**src/rtl/morse_keyer.sv**
```systemverilog
// morse_keyer: serializes an MSB-aligned keying pattern one bit per time unit
// and flags each tone unit as part of an isolated (short) or joined (long) element.
module morse_keyer #(
  parameter int WIDTH    = 10,
  parameter int TICK_DIV = 25000000,
  parameter int LEN_W    = $clog2(WIDTH + 1)
) (
  input  logic             clk,
  input  logic             reset,
  input  logic             start,
  input  logic             abort,
  input  logic [WIDTH-1:0] pattern,
  input  logic [LEN_W-1:0] len,
  output logic             busy,
  output logic             done,
  output logic             tone,
  output logic             short_el,
  output logic             long_el,
  output logic             tick
);
  localparam int DW = TICK_DIV > 1 ? $clog2(TICK_DIV) : 1;
  typedef enum logic [1:0] {IDLE, RUN, FIN} state_t;
  state_t state, state_nx;
  logic [WIDTH-1:0] sr, sr_nx;
  logic [LEN_W-1:0] rem, rem_nx, len_c;
  logic [DW-1:0] div, div_nx;
  logic prev, prev_nx, run, nxt;
  assign len_c = len > LEN_W'(WIDTH) ? LEN_W'(WIDTH) : len;
  assign run = state == RUN;
  assign tick = run && div == DW'(TICK_DIV - 1);
  // the next bit only counts while it is still inside the captured length
  assign nxt = rem > LEN_W'(1) && sr[WIDTH-2];
  assign busy = run;
  assign done = state == FIN;
  assign tone = run & sr[WIDTH-1];
  assign short_el = tone & ~prev & ~nxt;
  assign long_el = tone & (prev | nxt);
  always_comb begin
    state_nx = state;
    sr_nx = sr;
    rem_nx = rem;
    div_nx = div;
    prev_nx = prev;
    case (state)
      IDLE: begin
        div_nx = '0;
        if (start && !abort) begin
          sr_nx = pattern;
          rem_nx = len_c;
          prev_nx = 1'b0;
          state_nx = len_c == '0 ? FIN : RUN;
        end
      end
      RUN: begin
        if (abort) begin
          state_nx = IDLE;
          div_nx = '0;
        end else if (tick) begin
          sr_nx = {sr[WIDTH-2:0], 1'b0};
          rem_nx = rem - LEN_W'(1);
          div_nx = '0;
          prev_nx = sr[WIDTH-1];
          state_nx = rem == LEN_W'(1) ? FIN : RUN;
        end else begin
          div_nx = div + DW'(1);
        end
      end
      default: state_nx = IDLE;
    endcase
  end
  always_ff @(posedge clk or negedge reset) begin
    if (!reset) begin
      state <= IDLE;
      sr <= '0;
      rem <= '0;
      div <= '0;
      prev <= 1'b0;
    end else begin
      state <= state_nx;
      sr <= sr_nx;
      rem <= rem_nx;
      div <= div_nx;
      prev <= prev_nx;
    end
  end
endmodule

```
**config.mk**
```make
export PLATFORM = sky130hd
export DESIGN_NAME = morse_keyer
export DESIGN_NICKNAME = d
export VERILOG_FILES = /design/src/rtl/morse_keyer.sv
export SDC_FILE = /design/constraint.sdc
export NUM_CORES = 1
export LEC_CHECK = 0
export CAP_MARGIN = 20
export CORE_ASPECT_RATIO = 0.6
export CORE_MARGIN = 2
export CORE_UTILIZATION = 52
export CTS_CLUSTER_DIAMETER = 120
export DETAILED_ROUTE_END_ITERATION = 8
export PLACE_DENSITY = 0.79
export SYNTH_ARGS = -nofsm -noshare
export SYNTH_HDL_FRONTEND = slang
export SYNTH_SLANG_ARGS = --single-unit
export TNS_END_PERCENT = 5
```
**constraint.sdc**
```tcl
create_clock -name clk -period 2.11 [get_ports clk]
set_input_delay 0.422 -clock clk [delete_from_list [all_inputs] [get_ports clk]]
set_output_delay 0.422 -clock clk [all_outputs]
set_load 0.02 [all_outputs]
```
Word level (Yosys, flattened, before mapping)

Cells that the tools add are included.

Bits in registers: 42
Latch bits: 0
Memory bits (writable): 0
Bits in read-only memories: 0
Word-level logic and storage cells: 55
Memories kept: 0

Add/subtract/negate cells: 2
$mul: 0
Div/mod/pow operators: 0
Order comparisons: 2
Equal/unequal tests: 8
Shifts and indexed selects: 0
Mux-type cells: 22
Bitwise gates (word level): 7
Reductions and logical operators: 9

Operators with widths:

| cell                                                 | count |
|---|---|
| 2-to-1 mux 25 bit                                    | 2 |
| case mux 25 bit (2 select lines)                     | 1 |
| 2-to-1 mux 10 bit                                    | 3 |
| adder 25 x 1 -> 25 bit (second input constant)       | 1 |
| equality test 25 bit (second input constant)         | 1 |
| case mux 10 bit (2 select lines)                     | 1 |
| 2-to-1 mux 4 bit                                     | 4 |
| 2-to-1 mux 2 bit                                     | 5 |
| case mux 4 bit (2 select lines)                      | 1 |
| inequality test 2 bit (second input constant)        | 3 |
| bitwise AND 1 bit                                    | 4 |
| equality test 4 x 1 -> 1 bit (second input constant) | 1 |
| > comparator 4 x 1 -> 1 bit (second input constant)  | 1 |
| > comparator 4 bit (second input constant)           | 1 |
| zero test 4 bit                                      | 1 |
| case mux 2 bit (2 select lines)                      | 1 |
| AND reduction 4 bit                                  | 1 |
| subtractor 4 x 1 -> 4 bit (second input constant)    | 1 |
| logical AND 1 bit                                    | 3 |
| 2-to-1 mux 1 bit                                     | 3 |
| inequality test 3 bit (second input constant)        | 1 |
| equality test 2 x 1 -> 1 bit (second input constant) | 1 |
| equality test 2 bit (second input constant)          | 1 |
| zero test 2 bit                                      | 1 |
| 6 further kinds                                      | 7 |

Longest topological paths before layout

Depth after elaboration: 6
Depth in mapped cells: 8
Gate-level depth less buffers: 6

Worst setup path after synthesis

No wires, ideal clock.

Path kind: register -> register
Start: register div[0]
End: register div[13]
Data arrival time: 1799 ps
Slack: 170 ps
Cell stages (with the launch flop): 9
Buffers on the path: 2
Period minus slack after synthesis: 1940 ps
Path through: dfrtp_1 -> ha_1 -> nand4_2 -> or3_4 -> o21a_1 -> buf_6 -> buf_6 -> a41oi_2 -> a31oi_1

Longest elaborated chain between the ends: 5
Elaborated cells between the ends (all ways): 6
Those cells by class: add/sub: 1; eq/ne: 1; mux: 3; reduce/logical: 1

RTL lines:

| element                                                        | line | text |
|---|---|---|
| from (decl)                                                    | 26   | `logic [DW-1:0] div, div_nx;` |
| from (signal assigned)                                         | 82   | `div <= div_nx;` |
| branches (longest 2 deep; another with adder 25 x 1 -> 25 bit) | -    |  |
| 2-to-1 mux 25 bit (*)                                          | 58   | `end else if (tick) begin` |
| 2-to-1 mux 25 bit (*)                                          | 55   | `if (abort) begin` |
| case mux 25 bit (2 select lines) (*)                           | 44   | `case (state)` |

Mark *: on every way between the ends.
A chain may end at the register's enable or synchronous reset.

Worst setup path in the final report

Start: register div[1]
End: output port tick

Longest elaborated chain between the ends: 2

RTL lines:

| element              | line | text |
|---|---|---|
| equality test 25 bit | 30   | `assign tick = run && div == DW'(TICK_DIV - 1);` |
| logical AND 1 bit    | 30   |  |
| to (decl)            | 19   | `output logic tick` |

No other way between the ends.

==> results.sh <==
export IMPL_io_pins=24
export IMPL_placed_area_mm2=0.00296
export IMPL_start_util=0.557
export IMPL_fin_area_mm2=0.00309
export IMPL_fp_dieArea_mm2=0.00511
export IMPL_grt_usage=0.266
export IMPL_failed_checks="negative setup slack"
export IMPL_antenna_left=0
export IMPL_max_slew_margin=0.703
export IMPL_power_per_cell_area_mw_per_mm2=592
export IMPL_maxCapViolations=0
export IMPL_grt_overflow=0
export IMPL_vias=2248
export IMPL_r2r_cells=8
export IMPL_layout_cells_non_filler=378
export IMPL_reg2reg_to="div[12]"
export IMPL_crit_path_end="tick"
export IMPL_hpwl_mm=4.59
export IMPL_first_iter_violations=198
export IMPL_worstMarginPinSlew_ns=0.444
export IMPL_finalWorstSetupSlack_ns=-0.00825
export IMPL_hp_class="input port to asynchronous set/reset pin"
export IMPL_diodes=0
export IMPL_cts_made_buffers=5
export IMPL_status="finished with violations"
export IMPL_syn_avg_cell_area_um2=9.36
export IMPL_rows=18
export IMPL_cp_end_kind="output pin"
export IMPL_ys_types=47
export IMPL_required_ns=1.69
export IMPL_syn_cell_area_mm2=0.00236
export IMPL_layout_nets=338
export IMPL_finalClockSkew_ns=0.0118
export IMPL_cp_slowest_cell="or3_4"
export IMPL_r2r_start="div[1]"
export IMPL_fin_crit_ns=2.12
export IMPL_cts_tree="done"
export IMPL_grt_max_degree=43
export IMPL_core_area_mm2=0.00423
export IMPL_fmax_ghz=0.472
export IMPL_crit_path_start_kind="flop"
export IMPL_hold_slack_ns=0.0722
export IMPL_setup_violations=1
export IMPL_path_class="flop to output pin"
export IMPL_clock_sinks=42
export IMPL_gp_congestion=0.832
export IMPL_cp_startpoint="div[1]"
export IMPL_power_mw=1.83
export IMPL_ys_flop_type="dfrtp_1"
export IMPL_portBuffers=23
export IMPL_insertion_delay_ns=0.32
export IMPL_firstDrtPassIters=5
export IMPL_crit_buf_inv=1
export IMPL_die_x_um=91.0
export IMPL_max_stage_delay_ns=0.41
export IMPL_antenna_found_initial=0
export IMPL_max_vdd_ir_drop_uv=522
export IMPL_cp_depth=5
export IMPL_ctsHtreeMaxLevel=2
export IMPL_async_flop_share=1.00
export IMPL_clkTransAtPathRegs_ns=0.09
export IMPL_area_delta_synth_final_pct=31.1
export IMPL_ff2ff_setup_slack_ns=0.01
export IMPL_yosysWarnings=0
export IMPL_wirelength_mm=6.28
export IMPL_ys_ff_latch=42
export IMPL_viasPerCell=5.95
export IMPL_seq_area_frac_synth=0.445
export IMPL_die_h_um=56.2
export IMPL_post_route_period_util=1.00
export IMPL_layout_common_cells="47 x buf_4, 42 x dfrtp_1, 25 x nand2_1"
export IMPL_cp_arrival_ns=1.70
export IMPL_hold_viol=0
export IMPL_rsz0062_at_grt="true"
export IMPL_grt_pass1_wl_mm=10.5
export IMPL_cp_max_fo=2
export IMPL_final_common_cell="buf_4"
export IMPL_leakage_nw=1.39
export IMPL_synthCells=252
export IMPL_critPathTopFamily="simple AND/OR/NAND/NOR gates"
export IMPL_cts_max_path_buffers=2
export IMPL_syn_nets=273
export IMPL_fillers=331
export IMPL_dp_cells=370
export IMPL_routedWlPerCell_um=16.6
export IMPL_maxSlewViolCount=0
export IMPL_cts_root_buffer="clkbuf_8"
export IMPL_timing_critical_path_cells="ha_2, nand4_2, or3_4, nor2_2, buf_4"
export IMPL_synth_edff_count=0
export IMPL_grt_pass1_vias=2043
export IMPL_drc_errors=0
export IMPL_fin_tns_setup_ns=-0.00825
export IMPL_drive_gt1_frac=0.248
==> worst min-delay path by stage <==
| stage | endpoint | startpoint |
|---|---|---|
| 3_3_place_gp | div[13] | reset |
| 2_1_floorplan | div[0] | reset |
| 4_1_cts | div[5] | reset |
| 3_5_place_dp | div[14] | reset |
| 6_report | div[5] | reset |
| 5_1_grt | div[8] | reset |
==> per-layer routing <==
metal	up-vias	GRT usage	wire, µm
met5	-	0	0
met1	1079	0.427	3160
met4	0	0.0541	53
met3	7	0.0799	470
met2	73	0.345	2590
li1	1089	-	-
==> area by class of cell <==
class / count / area, µm² / share of cell area
Inverter: 10 / 37.5 / 0.0121
Tap cell: 60 / 75.1 / 0.0243
Multi-Input combinational cell: 187 / 1240 / 0.400
Clock inverter: 2 / 12.5 / 0.00405
Clock buffer: 6 / 82.6 / 0.0267
Sequential cell: 42 / 1050 / 0.340
Timing Repair Buffer: 71 / 598 / 0.193
==> report_power, final <==
group | switching [mW] | internal [mW]
Combinational | 0.171 | 0.171
Sequential | 0.0526 | 0.872
Clock | 0.301 | 0.263
==> flip-flops by register name, summed over array words and instances, names as in the netlist <==
signal,count
div,25
sr,10
rem,4
state,2
prev,1
==> logic make-up (layout without fill, tap and decap cells) <==
kind of cell	count (synthesis)	in the layout	synth area share
and+or+nand+nor	86	86	0.204
buffers and inverters	23	89	0.0504
DFF	42	42	0.445
muxes	1	1	0.00424
AOI/OAI and AO/OA	97	97	0.280
adders and majority gates	3	3	0.0159
==> worst register-to-register path, stage by stage, from the launching register on <==
cell and delay [ns]:
dfrtp_1 0.37, ha_2 0.19, nand4_2 0.13, or3_4 0.41
buf_4 0.17, o21a_1 0.21, buf_12 0.18, a21o_1 0.18
a21o_1 0.17
==> cell usage after synthesis (2+ instances only) <==
library cell  instances  area [µm²]
a21boi_0              2        15.0
a21o_1                3        22.5
a21oi_1              20         100
a22o_1                2        17.5
a22oi_1               3        22.5
a2bb2oi_1             8        70.1
a31oi_1              15        93.8
a32o_1                2        20.0
a32oi_1               2        17.5
a41oi_2               3        48.8
and2_1                2        12.5
buf_2                 4        20.0
buf_6                 3        33.8
clkbuf_1              4        15.0
dfrtp_1              42        1050
ha_1                  3        37.5
inv_1                 9        33.8
nand2_1              25        93.8
nand2b_1             10        62.6
nand3_1              12        60.1
nand4_1               6        37.5
nor2_1               12        45.0
nor2b_1               3        18.8
nor3_1                2        10.0
nor4_1                4        25.0
nor4b_1               2        17.5
o211ai_1              3        22.5
o21a_1                3        22.5
o21ai_0              14        70.1
o21ai_1               2        10.0
o22ai_1               9        56.3
o31a_1                2        17.5
o41ai_1               2        17.5
==> metrics by stage <==
stage	setup WS (ns)	util
finish	-0.00825	0.730
global route	-0.0771	0.730
CTS	-0.0419	0.724
detailed placement	-0.168	0.700
global placement	-0.133	0.700
floorplan	0.170	-
==> timing repair <==
| action | 4_1_cts | 5_1_grt |
|---|---|---|
| pin swaps | 0 | 1 |
| endpoints found under the setup margin | 19 | 19 |
| gates resized for setup | 14 | 12 |
| hold buffers | 0 | 0 |
| buffers inserted | 0 | 0 |
Power figures use the tool's default switching activity.
